$ cat src/rtl/a_neuron_feeder.sv
// a_neuron_feeder: sequences one a_neuron evaluation (weight strobe, zero pulse, BEATS x LANES stream, capture).
// Optional macro A_NEURON_FEEDER_STALL_CNT_EN adds a saturating 16-bit stall_cnt output.
module a_neuron_feeder #(
    parameter int LANES  = 5,
    parameter int BEATS  = 80,
    parameter int DW     = 8,
    parameter int QW     = 9,
    parameter int SETTLE = 1
) (
    input  logic                clk,
    input  logic                rst_n,
    input  logic                start,
    input  logic                load_w,
    output logic                busy,
    input  logic                in_valid,
    output logic                in_ready,
    input  logic [LANES*DW-1:0] in_d,
    output logic                nrn_wr_weights,
    output logic                nrn_z,
    output logic                nrn_en,
    output logic [LANES*DW-1:0] nrn_d,
    input  logic [QW-1:0]       nrn_q,
    output logic                out_valid,
    input  logic                out_ready,
    output logic [QW-1:0]       out_q
`ifdef A_NEURON_FEEDER_STALL_CNT_EN
    ,
    output logic [15:0]         stall_cnt
`endif
);

    localparam int CW = $clog2(BEATS + 1);
    localparam int SW = $clog2(SETTLE + 1);

    typedef enum logic [2:0] {
        S_IDLE, S_WRW, S_ZERO, S_STREAM, S_SETTLE, S_RESULT
    } state_t;

    state_t              state_q, state_d;
    logic [CW-1:0]       beat_cnt_q, beat_cnt_d;
    logic [SW-1:0]       settle_cnt_q, settle_cnt_d;
    logic                busy_q, busy_d;
    logic                in_ready_q, in_ready_d;
    logic                wr_q, wr_d;
    logic                z_q, z_d;
    logic                en_q, en_d;
    logic [LANES*DW-1:0] nrn_d_q, nrn_d_d;
    logic                out_valid_q, out_valid_d;
    logic [QW-1:0]       out_q_q, out_q_d;
`ifdef A_NEURON_FEEDER_STALL_CNT_EN
    logic [15:0]         stall_cnt_q, stall_cnt_d;
`endif

    always_comb begin
        // NOTE: every signal gets a default first so no path leaves it unassigned (no latch).
        state_d      = state_q;
        beat_cnt_d   = beat_cnt_q;
        settle_cnt_d = settle_cnt_q;
        nrn_d_d      = nrn_d_q;
        en_d         = 1'b0;
        out_valid_d  = out_valid_q;
        out_q_d      = out_q_q;
`ifdef A_NEURON_FEEDER_STALL_CNT_EN
        stall_cnt_d  = stall_cnt_q;
`endif
        case (state_q)
            S_IDLE: if (start) state_d = load_w ? S_WRW : S_ZERO;
            S_WRW:  state_d = S_ZERO;
            S_ZERO: begin
                beat_cnt_d = '0;
`ifdef A_NEURON_FEEDER_STALL_CNT_EN
                stall_cnt_d = '0;
`endif
                state_d = S_STREAM;
            end
            S_STREAM: begin
                if (in_valid && in_ready_q) begin
                    nrn_d_d    = in_d;
                    en_d       = 1'b1;
                    beat_cnt_d = beat_cnt_q + CW'(1);
                    if (beat_cnt_q == CW'(BEATS - 1)) begin
                        settle_cnt_d = '0;
                        state_d      = S_SETTLE;
                    end
                end
`ifdef A_NEURON_FEEDER_STALL_CNT_EN
                if (!in_valid && stall_cnt_q != 16'hFFFF) stall_cnt_d = stall_cnt_q + 16'd1;
`endif
            end
            // The first SETTLE cycle still carries the final en beat, so the
            // SETTLE-cycle wait starts after it.
            S_SETTLE: begin
                if (settle_cnt_q == SW'(SETTLE)) begin
                    out_q_d     = nrn_q;
                    out_valid_d = 1'b1;
                    state_d     = S_RESULT;
                end else begin
                    settle_cnt_d = settle_cnt_q + SW'(1);
                end
            end
            S_RESULT: if (out_ready) begin
                out_valid_d = 1'b0;
                state_d     = S_IDLE;
            end
            default: state_d = S_IDLE;
        endcase

        // Strobes are registered from the next state so they align with it.
        busy_d     = (state_d != S_IDLE);
        in_ready_d = (state_d == S_STREAM);
        wr_d       = (state_d == S_WRW);
        z_d        = (state_d == S_ZERO);
    end

    always_ff @(posedge clk or negedge rst_n) begin
        if (!rst_n) begin
            state_q      <= S_IDLE;
            beat_cnt_q   <= '0;
            settle_cnt_q <= '0;
            busy_q       <= 1'b0;
            in_ready_q   <= 1'b0;
            wr_q         <= 1'b0;
            z_q          <= 1'b0;
            en_q         <= 1'b0;
            nrn_d_q      <= '0;
            out_valid_q  <= 1'b0;
            out_q_q      <= '0;
`ifdef A_NEURON_FEEDER_STALL_CNT_EN
            stall_cnt_q  <= '0;
`endif
        end else begin
            // NOTE: non-blocking assignments so every flop samples pre-edge values.
            state_q      <= state_d;
            beat_cnt_q   <= beat_cnt_d;
            settle_cnt_q <= settle_cnt_d;
            busy_q       <= busy_d;
            in_ready_q   <= in_ready_d;
            wr_q         <= wr_d;
            z_q          <= z_d;
            en_q         <= en_d;
            nrn_d_q      <= nrn_d_d;
            out_valid_q  <= out_valid_d;
            out_q_q      <= out_q_d;
`ifdef A_NEURON_FEEDER_STALL_CNT_EN
            stall_cnt_q  <= stall_cnt_d;
`endif
        end
    end

    assign busy           = busy_q;
    assign in_ready       = in_ready_q;
    assign nrn_wr_weights = wr_q;
    assign nrn_z          = z_q;
    assign nrn_en         = en_q;
    assign nrn_d          = nrn_d_q;
    assign out_valid      = out_valid_q;
    assign out_q          = out_q_q;
`ifdef A_NEURON_FEEDER_STALL_CNT_EN
    assign stall_cnt      = stall_cnt_q;
`endif

endmodule

$ cat config.mk
export PLATFORM = sky130hd
export DESIGN_NAME = a_neuron_feeder
export DESIGN_NICKNAME = d
export VERILOG_FILES = /design/src/rtl/a_neuron_feeder.sv
export SDC_FILE = /design/constraint.sdc
export NUM_CORES = 1
export LEC_CHECK = 0
export BUFFER_PORTS_ARGS = -buffer_cell sky130_fd_sc_hd__buf_2
export CORE_MARGIN = 10
export CORE_UTILIZATION = 52
export DETAILED_ROUTE_END_ITERATION = 12
export PLACE_DENSITY = 0.87
export SLEW_MARGIN = 20
export SYNTH_ARGS = -nofsm -noshare
export SYNTH_HDL_FRONTEND = slang
export SYNTH_SLANG_ARGS = --single-unit
export TNS_END_PERCENT = 30
$ cat constraint.sdc
create_clock -name clk -period 3.2 [get_ports clk]
set_clock_uncertainty 0.15 [all_clocks]
set_input_delay 0.16 -clock clk [delete_from_list [all_inputs] [get_ports clk]]
set_output_delay 0.16 -clock clk [all_outputs]
set_load 0.01 [all_outputs]
### After elaboration in Yosys (flattened, before gate mapping)

Index checks and enable logic that the tools add are counted.

| storage, ports and cells | value |
|---|---|
| register bits | 66 |
| input bits | 55 |

| cells by class | value |
|---|---|
| add/subtract/negate cells | 2 |
| eq/ne operators | 13 |
| multiplexer cells | 18 |
| reductions and logical operators | 11 |

Operators with widths:

| operator | number |
|---|---|
| case mux 3 bit (6 select lines) | 1 |
| 2-to-1 mux 3 bit | 5 |
| case mux 7 bit (2 select lines) | 1 |
| == test 3 x 2 -> 1 bit, second input constant | 4 |
| != test 2 bit, second input constant | 4 |
| adder 7 x 1 -> 7 bit, second input constant | 1 |
| == test 7 bit, second input constant | 1 |
| 2-to-1 mux 1 bit | 7 |
| 2-to-1 mux 7 bit | 1 |
| == test 3 x 1 -> 1 bit, second input constant | 2 |
| == test 3 bit, second input constant | 2 |
| AND reduction 2 bit | 3 |
| AND reduction 3 bit | 2 |
| nonzero test 2 bit | 3 |
| case mux 1 bit (2 select lines) | 2 |
| zero test 3 bit | 1 |
| nonzero test 3 bit | 1 |
| 2-to-1 mux 2 bit | 1 |
| adder 1 bit, second input constant | 1 |
| logical AND 1 bit | 1 |

### Logic depth before layout (Yosys ltp)

| depth | value |
|---|---|
| depth after elaboration | 5 |
| mapped depth | 5 |

### Least setup slack after synthesis

No wires, ideal clock.

| timing | value |
|---|---|
| path type | register -> register |
| start point | reg state_q[1] |
| end point | reg nrn_d_q[10], in the netlist nrn_d[10] |
| data arrival time | 1.316 ns |
| required time | 2.925 ns |
| setup slack | 1.609 ns |
| cell stages (with the launch flop) | 6 |
| clock period less this slack | 1.591 ns |
| path through | dfrtp_1 buf_6 and4b_2 nand2_4 buf_6 mux2_4 |

| on the way | value |
|---|---|
| cells in the longest elaborated chain, start to end | 2 |

Ends and longest elaborated chain:

| element | RTL line | text |
|---|---|---|
| start, declared | 39 | `state_t state_q, state_d;` |
| start signal, assigned | 133 | `state_q <= state_d;` |
| == test 3 x 2 -> 1 bit | 66 | `case (state_q)` |
| AND reduction 2 bit (no source line) | - |  |
| end signal, assigned | 141 | `nrn_d_q <= nrn_d_d;` |
| end, declared | 47 | `logic [LANES*DW-1:0] nrn_d_q, nrn_d_d;` |

Every way passes these cells.
A chain may end at the register's enable or synchronous reset.

### Final worst setup path

| timing | value |
|---|---|
| start point | reg state_q[1] |
| end point | reg nrn_d_q[0], in the netlist nrn_d[0] |

The elaborated chain is that of the path after synthesis.

==> impl_metrics.toml <==
[global_route]
grt_pass1_wl_mm = 12.8
grt_antenna_before_repair = 0
grt-ovfl-total = 0
grtUsageTotal = 0.183
grt_max_degree = 49
grt_pass1_vias = 2358

[yosys]
syn_area_per_cell_um2 = 14.8
synth_common_cells = "dfrtp_1 (66), mux2_4 (39), nand2_1 (11)"
synth_seq_cells = 66
synth_cells = 191
yosysMostFrequentCell = "dfrtp_1"
synth_enable_flop_cells = 0
syn_nets = 247
ys.flop_type = "dfrtp_1"
netlist_area_um2 = 2840
yosysWarnings = 0
ys_top_cells_by_area = "dfrtp_1 (58%), mux2_4 (21%), mux2_2 (4.0%), buf_6 (2.0%), nand2_1 (1.5%)"
yosys.cell_types.count = 33
async_reset_ff_frac = 1.00
synth_top_area_share = 0.583
synth.largest_area_cell = "dfrtp_1"
ys_seq_area_frac = 0.583

[floorplan]
rows = 26
start_util = 0.545
fp.dieH_um = 93.8
ioPinCount = 110
core_area_um2 = 5200
die_w_um = 93.8
die_area_um2 = 8810

[placed_design]
port_buffers = 109
routabilityCongestion = 0.849
preCtsSetupSlack_ps = 1100
hpwl_mm = 4.84
dp_cells = 363
placed_cell_area_um2 = 3400

[sta]
fin_tns_setup_ps = 0
finalHoldViolCount = 0
fin_crit_sh = 0.651
slew_headroom = 0.492
finalMaxSlewViolations = 0
min_period_ps = 2080
finalWorstSetupSlack_ps = 1120
rsz0062_at_grt = "no"
fmax_mhz = 480
setup_viol = 0
tightest_slew_ps = 762

[clocking]
clk_pin_slew_ps = 80
cts_resized = 0
clockRootBuffer = "clkbuf_8"
cts_setup_buffers = 0
clockBufferDepth = 2
cts_tree = "yes"
cts_made_buffers = 9
ctsHoldBuffers = 54
clk_latency_ps = 330
cts_num_sinks = 66
cts.htree.levels = 3

[power]
intPower_w = 0.00199
power.switching_w = 0.000813
p_per_area_nw_per_um2 = 668
p_seq_frac = 0.412
p_clk_frac = 0.300
p_leak_nw = 2.11
ir_drop_v = 0.000569
comb_power_share = 0.288
netSwitchingFraction = 0.291

[critical_path]
critPathKind = "reg -> reg"
reg2regPathDepth = 3
crit_path_end_kind = "register"
startpoint_type = "register"
cp_max_fo = 41
worstPathRequired_ps = 3270
cp.arrival_ps = 2150

[detailed_routing]
drc_errors = 0
vias_per_cell = 5.02
antenna_left = 0
dr.pass1.iters = 4
drt_iter0_markers = 54
wl_per_cell_um = 18.3
wl_mm = 7.91
vias = 2172

[cells_and_area]
finish.utilization = 0.805
area_growth_pct = 47.7
nFillCells = 296
drive_gt1_frac = 0.493
nets = 414
finalNonFillerCells = 433
final_area_um2 = 4190
diodes = 0

[job]
cap_violations = 0

[hold_path]
min_path_type = "in -> async"

[outcome]
outcome = "finished, final reports clean"
-- critical path, cell delays in order, from the launching register on --
cell and delay [ps]:
dfrtp_1 500, and4b_2 340, nand2_4 560, mux2_2 410
-- cell type report --
type                       instances  area (µm²)  share of cell area
clock buffer                      10         128              0.0305
multi-input combinational        111        1090               0.260
tap                               70        87.6              0.0209
inverter                           6        22.5             0.00538
timing repair buffer             164        1090               0.261
clock inverter                     6         115              0.0275
sequential                        66        1650               0.394
-- cell usage in the layout (no fill, tap or decap), types with 2 or more instances in the layout --
cell,instances
clkinv_4,2
nand2_1,11
dfrtp_1,66
bufinv_16,3
mux2_4,39
or3_1,3
dlygate4sd3_1,54
nor2_1,4
inv_1,6
buf_2,109
a21oi_1,8
or4_1,2
o22ai_1,2
o21ai_0,3
nand2b_1,5
clkbuf_8,9
mux2_2,10
o211ai_1,2
o2bb2ai_1,2
o311ai_0,2
nand3_1,3
nor4_1,2
-- power groups by stage --
stage          Clock, W  Sequential, W  Combinational (W)
6_report       0.000840        0.00115           0.000805
5_1_grt        0.000893        0.00117           0.000880
4_1_cts        0.000857        0.00114           0.000808
3_5_place_dp          0        0.00116           0.000754
3_3_place_gp          0        0.00114           0.000727
2_1_floorplan         0        0.00120           0.000440
-- registers in the layout, summed over array words and instances, names as in the netlist --
name,count
nrn_z,1
out_q,9
nrn_d,40
in_ready,1
out_valid,1
settle_cnt_q,1
beat_cnt_q,7
nrn_en,1
busy,1
nrn_wr_weights,1
state_q,3
-- stage by stage --
step                      hold WS (ps)  power, W
after floorplan                   -286   0.00164
after global placement           -39.6   0.00187
final                              197   0.00280
after detailed placement         -28.0   0.00191
after global routing               216   0.00295
after CTS                          143   0.00281
-- routing by layer --
| layer | vias to the layer above | global-route usage | share of wire |
|---|---|---|---|
| li1 | 1014 | - | - |
| met1 | 1065 | 0.206 | 0.38 |
| met2 | 85 | 0.327 | 0.54 |
| met3 | 8 | 0.0552 | 0.070 |
| met4 | 0 | 0.0494 | 0.0086 |
| met5 | - | 0 | 0 |
-- path summary, 6_finish.rpt --
| kind | from | endpoint | slack, ps |
|---|---|---|---|
| min reg2reg | out_q[3] | out_q[3] | 360 |
| min | rst_n | out_q[6] | 200 |
| max | state_q[1] | nrn_d[0] | 1120 |
| max in group asynchronous | rst_n | nrn_d[3] | 1770 |
| max reg2reg | state_q[1] | nrn_d[0] | 1120 |
| min in group clk | in_valid | beat_cnt_q[4] | 220 |
-- cells by family (layout without fill, tap and decap cells) --
family,Yosys count,after routing,synth area share
buffers and inverters,14,186,0.0331
DFF,66,66,0.583
muxes,50,50,0.250
AOI/OAI and AO/OA,23,23,0.0521
adders and majority gates,1,1,0.00441
and+or+nand+nor,37,37,0.0781
No activity file was read; power rests on OpenSTA's default activity.
